===== src/rtl/neuron_learn_layer_seq_pkg.sv =====
// -----------------------------------------------------------------------------
// neuron_learn_layer_seq_pkg
// Shared types and constants for the time-multiplexed learning layer.
//   zero2one_t : 16-bit unsigned, value = raw / 65536
//   frac_t     : 16-bit signed Q2.14
//   state_t    : sequencer states of the layer
// No ports (package).
// -----------------------------------------------------------------------------
package neuron_learn_layer_seq_pkg;

  localparam int DATA_W    = 16;
  // MAC operands are 17-bit signed: a frac_t sign-extended, an error term,
  // or a zero2one_t with a zero sign bit prepended.
  localparam int OPND_W    = DATA_W + 1;
  // Full product plus one guard bit for the accumulate.
  localparam int MAC_SUM_W = 2 * OPND_W + 1;

  typedef logic        [DATA_W-1:0] zero2one_t;
  typedef logic signed [DATA_W-1:0] frac_t;

  typedef enum logic [2:0] {
    S_IDLE,
    S_FWD,
    S_LEARN,
    S_AVG,
    S_RESP
  } state_t;

  localparam frac_t FRAC_MAX = 16'sh7FFF;
  localparam frac_t FRAC_MIN = 16'sh8000;

  // Counter width that stays legal when the count is 1.
  function automatic int cnt_w(input int n);
    return (n > 1) ? $clog2(n) : 1;
  endfunction

endpackage


===== src/rtl/neuron_learn_layer_seq_mac.sv =====
// -----------------------------------------------------------------------------
// neuron_learn_layer_seq_mac
// Combinational signed multiply, arithmetic right shift, accumulate and
// optional saturation.
//   i_a, i_b     : 17-bit signed operands
//   i_shift_sel  : 0 -> shift by SHIFT0, 1 -> shift by SHIFT1
//   i_addend     : signed value added to the shifted product
//   i_sat        : clamp the sum to [SAT_LO, SAT_HI] before truncation
//   o_res        : low RES_W bits of the (possibly clamped) sum
// -----------------------------------------------------------------------------
module neuron_learn_layer_seq_mac
  import neuron_learn_layer_seq_pkg::*;
#(
  parameter int ADD_W  = 19,
  parameter int RES_W  = 19,
  parameter int SHIFT0 = 16,
  parameter int SHIFT1 = 16,
  parameter int SAT_LO = -32768,
  parameter int SAT_HI = 32767
) (
  input  logic signed [OPND_W-1:0] i_a,
  input  logic signed [OPND_W-1:0] i_b,
  input  logic                     i_shift_sel,
  input  logic signed [ADD_W-1:0]  i_addend,
  input  logic                     i_sat,
  output logic signed [RES_W-1:0]  o_res
);

  localparam int PROD_W = 2 * OPND_W;
  localparam int SUM_W  = MAC_SUM_W;
  localparam logic signed [SUM_W-1:0] LIM_LO = SUM_W'(SAT_LO);
  localparam logic signed [SUM_W-1:0] LIM_HI = SUM_W'(SAT_HI);

  logic signed [PROD_W-1:0] w_prod;
  logic signed [PROD_W-1:0] w_shifted;
  logic signed [SUM_W-1:0]  w_sum;

  assign w_prod    = PROD_W'(i_a) * PROD_W'(i_b);
  assign w_shifted = i_shift_sel ? (w_prod >>> SHIFT1) : (w_prod >>> SHIFT0);
  assign w_sum     = {{(SUM_W-PROD_W){w_shifted[PROD_W-1]}}, w_shifted}
                   + {{(SUM_W-ADD_W){i_addend[ADD_W-1]}}, i_addend};

  always_comb begin
    o_res = w_sum[RES_W-1:0];
    if (i_sat) begin
      if (w_sum > LIM_HI) begin
        o_res = LIM_HI[RES_W-1:0];
      end else if (w_sum < LIM_LO) begin
        o_res = LIM_LO[RES_W-1:0];
      end
    end
  end

endmodule


===== src/rtl/neuron_learn_layer_seq.sv =====
// -----------------------------------------------------------------------------
// neuron_learn_layer_seq
// M neurons x N inputs learning layer sharing one MAC datapath. A request runs
// a forward pass (M*N cycles) and optionally a learning pass (M*N cycles) plus
// one averaging cycle, then presents results until the consumer takes them.
//   clock, reset               : clock, synchronous active-high reset
//   in_valid/in_ready          : request handshake; learn, in, expected_out
//                                are sampled on accept
//   out_valid/out_ready        : result handshake
//   out, expected_in           : neuron outputs, averaged back-prop target
//   weights                    : current weight matrix
//   activation_max/min         : running activation extrema
// Optional feature macro: NEURON_LAYER_MINMAX_EN builds the extrema
// registers; without it both extrema ports are constant 0.
// -----------------------------------------------------------------------------
module neuron_learn_layer_seq
  import neuron_learn_layer_seq_pkg::*;
#(
  parameter int M        = 4,
  parameter int N        = 4,
  parameter int LR_SHIFT = 2
) (
  input  logic                     clock,
  input  logic                     reset,
  input  logic                     in_valid,
  output logic                     in_ready,
  input  logic                     learn,
  input  zero2one_t [N-1:0]        in,
  input  zero2one_t [M-1:0]        expected_out,
  output logic                     out_valid,
  input  logic                     out_ready,
  output zero2one_t [M-1:0]        out,
  output zero2one_t [N-1:0]        expected_in,
  output frac_t     [M-1:0][N-1:0] weights,
  output frac_t     [M-1:0]        activation_max,
  output frac_t     [M-1:0]        activation_min
);

  localparam int ACC_W = DATA_W + $clog2(N) + 1;
  localparam int BPS_W = DATA_W + $clog2(M);
  localparam int MI_W  = cnt_w(M);
  localparam int JI_W  = cnt_w(N);

  state_t                  r_state, w_state_next;
  logic [MI_W-1:0]         r_m;
  logic [JI_W-1:0]         r_j;
  logic                    r_learn;
  logic                    r_out_valid;
  zero2one_t [N-1:0]       r_in;
  zero2one_t [M-1:0]       r_exp_out;
  zero2one_t [M-1:0]       r_out;
  zero2one_t [N-1:0]       r_expected_in;
  frac_t [M-1:0][N-1:0]    r_w;
  logic signed [ACC_W-1:0] r_acc;
  logic [BPS_W-1:0]        r_bp_sum [N];

  logic                     w_last_j, w_last_m, w_last_pair, w_is_learn;
  frac_t                    w_w_cur;
  zero2one_t                w_in_cur;
  logic signed [OPND_W-1:0] w_err, w_w_ext, w_in_ext, w_mac_a;
  logic signed [ACC_W-1:0]  w_mac_add, w_mac_res;
  frac_t                    w_act;
  zero2one_t                w_act_out;
  logic [DATA_W-1:0]        w_bp_res;
  zero2one_t [N-1:0]        w_avg;

  assign w_last_j    = (r_j == JI_W'(N - 1));
  assign w_last_m    = (r_m == MI_W'(M - 1));
  assign w_last_pair = w_last_j && w_last_m;
  assign w_is_learn  = (r_state == S_LEARN);

  assign w_w_cur  = r_w[r_m][r_j];
  assign w_in_cur = r_in[r_j];
  assign w_w_ext  = {w_w_cur[DATA_W-1], w_w_cur};
  assign w_in_ext = {1'b0, w_in_cur};
  // Error wraps into 17 bits; the two's-complement result is the signed error.
  assign w_err    = {1'b0, r_exp_out[r_m]} - {1'b0, r_out[r_m]};

  // Shared MAC: FWD computes acc + w*in >>> 16; LEARN computes w + e*in >>> (18+LR).
  assign w_mac_a   = w_is_learn ? w_err : w_w_ext;
  assign w_mac_add = w_is_learn ? {{(ACC_W-DATA_W){w_w_cur[DATA_W-1]}}, w_w_cur}
                                : ((r_j == '0) ? '0 : r_acc);

  neuron_learn_layer_seq_mac #(
    .ADD_W (ACC_W),
    .RES_W (ACC_W),
    .SHIFT0(16),
    .SHIFT1(18 + LR_SHIFT),
    .SAT_LO(-32768),
    .SAT_HI(32767)
  ) u_mac (
    .i_a        (w_mac_a),
    .i_b        (w_in_ext),
    .i_shift_sel(w_is_learn),
    .i_addend   (w_mac_add),
    .i_sat      (w_is_learn || w_last_j),
    .o_res      (w_mac_res)
  );

  // Back-propagation term: clamp(in + e*w_old >>> (14+LR), 0, 0xFFFF).
  neuron_learn_layer_seq_mac #(
    .ADD_W (OPND_W),
    .RES_W (DATA_W),
    .SHIFT0(14 + LR_SHIFT),
    .SHIFT1(14 + LR_SHIFT),
    .SAT_LO(0),
    .SAT_HI(65535)
  ) u_bp_mac (
    .i_a        (w_err),
    .i_b        (w_w_ext),
    .i_shift_sel(1'b0),
    .i_addend   (w_in_ext),
    .i_sat      (1'b1),
    .o_res      (w_bp_res)
  );

  // Activation is already saturated to frac_t on the last input of a neuron.
  // Negative -> 0, >= 1.0 (bit 14 set) -> full scale, else Q2.14 -> Q0.16.
  assign w_act     = w_mac_res[DATA_W-1:0];
  assign w_act_out = w_act[DATA_W-1] ? '0 :
                     w_act[DATA_W-2] ? '1 : {w_act[DATA_W-3:0], 2'b00};

  for (genvar gi = 0; gi < N; gi++) begin : g_avg
    assign w_avg[gi] = DATA_W'(r_bp_sum[gi] / BPS_W'(M));
  end

  always_comb begin
    w_state_next = r_state;
    unique case (r_state)
      S_IDLE:  if (in_valid) w_state_next = S_FWD;
      S_FWD:   if (w_last_pair) w_state_next = r_learn ? S_LEARN : S_RESP;
      S_LEARN: if (w_last_pair) w_state_next = S_AVG;
      S_AVG:   w_state_next = S_RESP;
      S_RESP:  if (r_out_valid && out_ready) w_state_next = S_IDLE;
      default: w_state_next = S_IDLE;
    endcase
  end

  always_ff @(posedge clock) begin
    if (reset) begin
      r_state       <= S_IDLE;
      r_m           <= '0;
      r_j           <= '0;
      r_learn       <= 1'b0;
      r_out_valid   <= 1'b0;
      r_in          <= '0;
      r_exp_out     <= '0;
      r_out         <= '0;
      r_expected_in <= '0;
      r_w           <= '0;
      r_acc         <= '0;
      for (int k = 0; k < N; k++) r_bp_sum[k] <= '0;
    end else begin
      r_state     <= w_state_next;
      // Registered one cycle into RESP so outputs are settled when it rises.
      r_out_valid <= (r_state == S_RESP) && !(r_out_valid && out_ready);
      unique case (r_state)
        S_IDLE: begin
          r_m <= '0;
          r_j <= '0;
          if (in_valid) begin
            r_in      <= in;
            r_exp_out <= expected_out;
            r_learn   <= learn;
            if (!learn) r_expected_in <= in;
          end
        end
        S_FWD, S_LEARN: begin
          if (w_last_j) begin
            r_j <= '0;
            r_m <= w_last_m ? '0 : r_m + 1'b1;
          end else begin
            r_j <= r_j + 1'b1;
          end
          if (!w_is_learn) begin
            if (w_last_j) r_out[r_m] <= w_act_out;
            else          r_acc      <= w_mac_res;
          end else begin
            r_w[r_m][r_j] <= w_mac_res[DATA_W-1:0];
            r_bp_sum[r_j] <= ((r_m == '0) ? '0 : r_bp_sum[r_j]) + BPS_W'(w_bp_res);
          end
        end
        S_AVG:   r_expected_in <= w_avg;
        default: ;
      endcase
    end
  end

`ifdef NEURON_LAYER_MINMAX_EN
  frac_t [M-1:0] r_act_max;
  frac_t [M-1:0] r_act_min;

  always_ff @(posedge clock) begin
    if (reset) begin
      r_act_max <= {M{FRAC_MIN}};
      r_act_min <= {M{FRAC_MAX}};
    end else if (r_state == S_FWD && w_last_j) begin
      if ($signed(w_act) > $signed(r_act_max[r_m])) r_act_max[r_m] <= w_act;
      if ($signed(w_act) < $signed(r_act_min[r_m])) r_act_min[r_m] <= w_act;
    end
  end

  assign activation_max = r_act_max;
  assign activation_min = r_act_min;
`else
  assign activation_max = '0;
  assign activation_min = '0;
`endif

  assign in_ready    = (r_state == S_IDLE);
  assign out_valid   = r_out_valid;
  assign out         = r_out;
  assign expected_in = r_expected_in;
  assign weights     = r_w;

endmodule


===== config.mk =====
export PLATFORM = sky130hd
export DESIGN_NAME = neuron_learn_layer_seq
export DESIGN_NICKNAME = d
export VERILOG_FILES = /design/src/rtl/neuron_learn_layer_seq_pkg.sv /design/src/rtl/neuron_learn_layer_seq_mac.sv /design/src/rtl/neuron_learn_layer_seq.sv
export SDC_FILE = /design/constraint.sdc
export NUM_CORES = 2
export LEC_CHECK = 0
export CORE_AREA = 2 2 407 409
export CTS_CLUSTER_DIAMETER = 50
export DETAILED_ROUTE_END_ITERATION = 8
export DIE_AREA = 0 0 409 411
export HOLD_SLACK_MARGIN = 0.12
export PLACE_DENSITY = 0.47
export SYNTH_ARGS = -nofsm -noshare
export SYNTH_HDL_FRONTEND = slang
export SYNTH_SLANG_ARGS = --single-unit

===== constraint.sdc =====
create_clock -name clock -period 28.2 [get_ports clock]
set_input_delay 4.23 -clock clock [delete_from_list [all_inputs] [get_ports clock]]
set_output_delay 4.23 -clock clock [all_outputs]
set_load 0.005 [all_outputs]

-- Yosys cells after proc, flatten, opt, wreduce, memory -nomap -nowiden
Memories as Yosys holds them, arrays and structs flattened. A register that Yosys moved wholly into a read port is not among the register bits.
Index checks and enable logic that the tools add are counted.
- add/sub/neg operators: 6
- multiply operators: 2
- $lt $le $gt $ge: 8
- equality and inequality tests: 12
- muxes and demuxes: 55
- bitwise logic cells: 2
- reductions and logical operators: 21
- operator list (operator ; count):
    $bwmux W256 ; 1
    $mux W64 ; 4
    $mux W16 ; 10
    $bmux W16 S2 ; 4
    $bmux W64 S2 ; 1
    $demux W64 S2 ; 1
    $pmux W64 S2 ; 1
    $mux W19 ; 5
    $bwmux W64 ; 1
    $demux W16 S2 ; 2
    $mux W18 ; 2
    $gt A35 B16 Y1 const B ; 1
    $gt A35 B17 Y1 const B ; 1
    $lt A35 B1 Y1 const B ; 1
    $lt A35 B16 Y1 const B ; 1
    $mul A17 B17 Y34 ; 1
    $mux W17 ; 2
    $mul A17 B16 Y33 ; 1
    $add A18 B19 Y20 ; 1
    $add A17 B17 Y18 ; 1
    $add A18 B16 Y18 ; 1
    $reduce_or A18 Y1 ; 1
    $sub A16 B16 Y17 ; 1
    $mux W3 ; 5
    other kinds (23) ; 56
- flip-flop bits (word level): 540
- memory bits (writable): 72
- bits of input ports: 133
- output and inout port bits: 514
- word-level logic and storage cells: 145
- memories: 1
- memory list (memory ; depth ; bits a word ; read ports ; clocked after memory_dff ; wr ports ; line ; source):
    r_bp_sum ; 4 ; 18 ; 5 ; 1 ; 4 ; neuron_learn_layer_seq.sv:55 ; logic [BPS_W-1:0] r_bp_sum [N];

-- Longest topological paths before layout
- word-level depth: 15
- mapped depth: 67
- mapped depth without buffers: 59

-- By module
Synthesis repeated with hierarchy kept, for this count alone.
- cell total of the unflattened synthesis: 6077
- area total of the unflattened synthesis: 53029.6 sq um
- by module, submodules not included (module ; instances ; cells each ; area an instance (sq um) ; sequential area each (sq um)):
    neuron_learn_layer_seq ; 1 ; 3463 ; 29612.2 ; 12932.4
    neuron_learn_layer_seq_mac at u_mac ; 1 ; 1324 ; 11811.3 ; 0.0
    neuron_learn_layer_seq_mac at u_bp_mac ; 1 ; 1290 ; 11606.1 ; 0.0

-- Worst setup path after synthesis
Ideal clock, no wire load.
- path type: register to register
- start: register r_m[0]
- end: memory r_bp_sum[0][14] (netlist bit), data pin
- library setup time: 0.265 ns
- arrival time: 14.506 ns
- required time: 27.935 ns
- path slack: 13.429 ns
- stages on the path, launching flop included: 65
- path buffers: 9
- period minus slack after synthesis: 14.771 ns
- cell sequence: dfxtp_1 > buf_6 > buf_12 > buf_2 > clkbuf_1 > buf_1 > buf_1 > mux4_2 > inv_1 > ha_1 > inv_1 > fa_1 > a21o_1 > a21oi_1 > o21bai_1 > a31oi_1 > o211ai_1 > a311oi_1 > [... 29 more ...] > nor2b_1 > mux2i_1 > buf_6 > o21ai_0 > ha_1 > inv_1 > fa_1 > nor2b_1 > o21ai_0 > a21oi_1 > o21ai_0 > a21oi_1 > a41o_1 > o41a_1 > a31o_2 > clkbuf_1 > nand3b_1 > nor2_1
- RTL lines (what ; line ; source):
    start, declared ; neuron_learn_layer_seq.sv:45 ; logic [MI_W-1:0] r_m;
    start signal, assigned ; neuron_learn_layer_seq.sv:171 ; r_m <= w_last_m ? '0 : r_m + 1'b1;
    end, declared ; neuron_learn_layer_seq.sv:55 ;

==> impl_metrics.sql <==
INSERT INTO impl_metrics (metric_group, metric, value, unit) VALUES
('status', 'outcome', 'complete, no violations', ''),
('sta', 'final.setup.tns', '0', 'ns'),
('global_route', 'grt_max_degree', '213', ''),
('synth', 'postSynthCellCount', '5567', ''),
('sta', 'report.final.setup_viol', '0', ''),
('synth', 'netlist-cell-type-count', '78', ''),
('route', 'routedWlPerCell', '24.8', 'um'),
('clock_network', 'cts_tree', 'built', ''),
('worst_setup_path', 'register_to_register_setup_slack', '11.63', 'ns'),
('clock_network', 'cts.root.buffer_cell', 'sky130_fd_sc_hd__clkbuf_16', ''),
('clock_network', 'clk_pin_slew', '0.06', 'ns'),
('worst_setup_path', 'cp_data_arrival_time', '16.98', 'ns'),
('route', 'vias_per_cell', '5.00', ''),
('worst_setup_path', 'worst-setup-path-type', 'reg -> reg', ''),
('place', 'numPortBuffers', '518', ''),
('global_route', 'initial_antenna_violation_count', '11', ''),
('synth', 'synth_async_sr_flop_share', '0', '%'),
('cells_and_area', 'final_common_cell', 'sky130_fd_sc_hd__nor2_1', ''),
('place', 'final_weighted_congestion_of_routability_driven_global_placement', '0.905', ''),
('sta', 'finalCritPeriodShare', '58.8', '%'),
('worst_setup_path', 'biggest_fanout_along_the_worst_timing_path', '35', ''),
('global_route', 'grt_first_pass_wirelength', '295', 'mm'),
('floorplan', 'floorplan.initialDensity', '30.7', '%'),
('worst_setup_path', 'timing.critical_path.from_type', 'flop', ''),
('pwr', 'power_per_cell_area', '42.0', 'nW/um2'),
('synth', 'sequential_area_share_after_synthesis', '25.7', '%'),
('flow_run', 'max-cap-violations', '0', ''),
('floorplan', 'core_area', '164000', 'um2'),
('sta', 'fmax_achieved', '0.0603', 'GHz'),
('synth', 'ys_warn_count', '0', ''),
('worst_setup_path', 'worst_r2r_path_depth', '53', ''),
('synth', 'synth.cell_area', '50300', 'um2'),
('worst_setup_path', 'worst-path-buf-inv', '5', ''),
('clock_network', 'ctsResizeCount', '0', ''),
('route', 'drt_first_iter_violations', '2983', ''),
('worst_setup_path', 'timing.critical_path.required', '28.61', 'ns'),
('floorplan', 'io_pins', '647', ''),
('worst_setup_path', 'cpMaxStageDelayCell', 'sky130_fd_sc_hd__a2111oi_0', ''),
('worst_setup_path', 'critical_path_depth', '53', ''),
('pwr', 'worst_ir_drop_vdd', '46.7', 'uV'),
('route', 'ant_nets', '0', ''),
('clock_network', 'cts_max_path_buffers', '3', ''),
('sta', 'min_tclk_post_route', '16.57', 'ns'),
('global_route', 'first_global_vias', '41550', ''),
('floorplan', 'die_height', '411', 'um'),
('clock_network', 'h_tree_depth', '3', ''),
('cells_and_area', 'area.growth.synth_to_final', '20.1', '%'),
('worst_setup_path', 'timing.critical_path.max_delay_family', 'compound AO/OA/AOI/OAI gates', ''),
('floorplan', 'core.rowCount', '149', ''),
('floorplan', 'dieWidth', '409', 'um'),
('clock_network', 'insertion_delay_to_the_later_sink_of_the_worst_skew_pair', '0.72', 'ns'),
('synth', 'ys_ff_latch', '610', ''),
('route', 'drt-total-wl', '203', 'mm'),
('worst_setup_path', 'path_common_cell', 'sky130_fd_sc_hd__o21ai_0', ''),
('clock_network', 'cts.sink_count', '610', ''),
('cells_and_area', 'num-nets-final', '6859', ''),
('route', 'num_vias', '41009', ''),
('floorplan', 'fp.dieArea', '168000', 'um2'),
('global_route', 'grt_util_all_layers', '23.9', '%'),
('worst_setup_path', 'critical_path.endpoint_type', 'flop', ''),
('synth', 'number_of_enable_flip_flop_cells_after_synthesis', '72', ''),
('clock_network', 'numCtsBuffers', '89', ''),
('route', 'tritonroute_pass_1_iters', '5', ''),
('synth', 'postSynth.topFlopCell', 'sky130_fd_sc_hd__dfxtp_1', ''),
('clock_network', 'ctsHoldBuffers', '0', ''),
('sta', 'rsz0062_at_grt', 'false', ''),
('sta', 'clock_skew', '0.0512', 'ns'),
('worst_setup_path', 'critical-path-max-stage-delay', '0.86', 'ns'),
('worst_hold_path', 'holdCritPathClass', 'reg -> reg', ''),
('route', 'drt_drc_violations_left', '0', ''),
('sta', 'holdWs', '0.450', 'ns');
## synth_stat cells, drive strengths merged (7+ instances only)
cell | n | area share (%)
o21bai | 10 | 0.15
nor2 | 738 | 5.5
o211ai | 14 | 0.21
xnor2 | 80 | 1.4
xor2 | 39 | 0.68
nand4 | 11 | 0.14
buf | 188 | 2.5
a31o | 7 | 0.12
clkbuf | 301 | 2.2
a31oi | 9 | 0.11
fa | 556 | 22
nor3 | 47 | 0.47
mux4 | 125 | 5.6
ha | 242 | 6.0
mux2 | 8 | 0.19
nand2 | 662 | 4.9
o21ai | 113 | 1.1
a21oi | 211 | 2.1
dfxtp | 538 | 21
mux2i | 104 | 2.1
or2 | 11 | 0.14
edfxtp | 72 | 4.3
and2 | 67 | 0.83
nand3b | 11 | 0.16
and3 | 31 | 0.40
o21a | 23 | 0.34
a21o | 41 | 0.61
nor2b | 43 | 0.53
nand2b | 37 | 0.46
a21boi | 34 | 0.57
a211oi | 383 | 5.7
nand3 | 27 | 0.27
inv | 705 | 5.3
## kinds of logic (layout without fill, tap and decap cells)
group | count (synthesis) | after routing | share of synthesized area (%)
and+or+nand+nor | 1707 | 1707 | 14.2
AOI/OAI and AO/OA | 901 | 901 | 12.1
muxes | 237 | 237 | 7.85
xor gates and xnor gates | 119 | 119 | 2.07
DFF | 610 | 610 | 25.7
buffers and inverters | 1194 | 1504 | 9.99
adders and majority gates | 798 | 798 | 28.1
other | 1 | 130 | 0.00745
## report_power, final
group	internal [mW]	switching [mW]
Sequential	0.902	0.0163
Combinational	0.146	0.292
Clock	0.725	0.462
## final timing paths
kind | to | start
max | r_bp_sum[0][15] | r_m[0]
min | r_in[42] | r_in[42]
max reg2reg | r_bp_sum[0][15] | r_m[0]
min reg2reg | r_in[42] | r_in[42]
## routing by layer
layer  track usage (%)  wire length, um  vias to the layer above
li1                  -                -                    18701
met1              31.4            87100                    20742
met2              39.5            95700                     1323
met3              5.40            14800                      239
met4              6.62             5720                        4
met5                 0               27                        -
## metrics by stage
step	setup WS (ns)	utilization [%]	cells	power, mW	instance area [um2]
finish	11.63	36.9	8195	2.54	60500
global route	10.66	36.9	8194	2.64	60500
CTS	11.91	36.9	8193	2.56	60500
detailed placement	11.99	35.0	8026	1.37	57300
global placement	12.03	35.0	8026	1.37	57300
floorplan	13.43	-	5694	1.20	50800
## registers in the layout, indices dropped and copies added, names as in the netlist, named ones only
register / flops
r_learn: 1
out: 60
r_bp_sum: 72
r_j: 2
out_valid: 1
r_in: 64
r_exp_out: 64
r_acc: 19
weights: 256
expected_in: 64
r_state: 3
r_m: 2
## worst reg2reg max path: cells and delay by family, from the launching register on
kind                     cells  cell delay [ns]
AO/OA/AOI/OAI               24             6.54
adder cells (fa/ha/maj)     10             4.17
multiplexers                 2             1.49
AND/OR/NAND/NOR              9             1.29
XOR/XNOR                     3             1.26
buffers and inverters        5             0.92
flip-flops                   1             0.59
## cell type report
cell class	count	area (um2)
diodes	2	5.00
clock buffers	117	2460
clock inverters	50	674
fillers	16721	103000
inverters	705	2650
multi-input cells	3890	33000
flip-flops and latches	610	12900
well taps	2189	2740
repair buffers	632	6060
(Power assumes the default switching activity.)
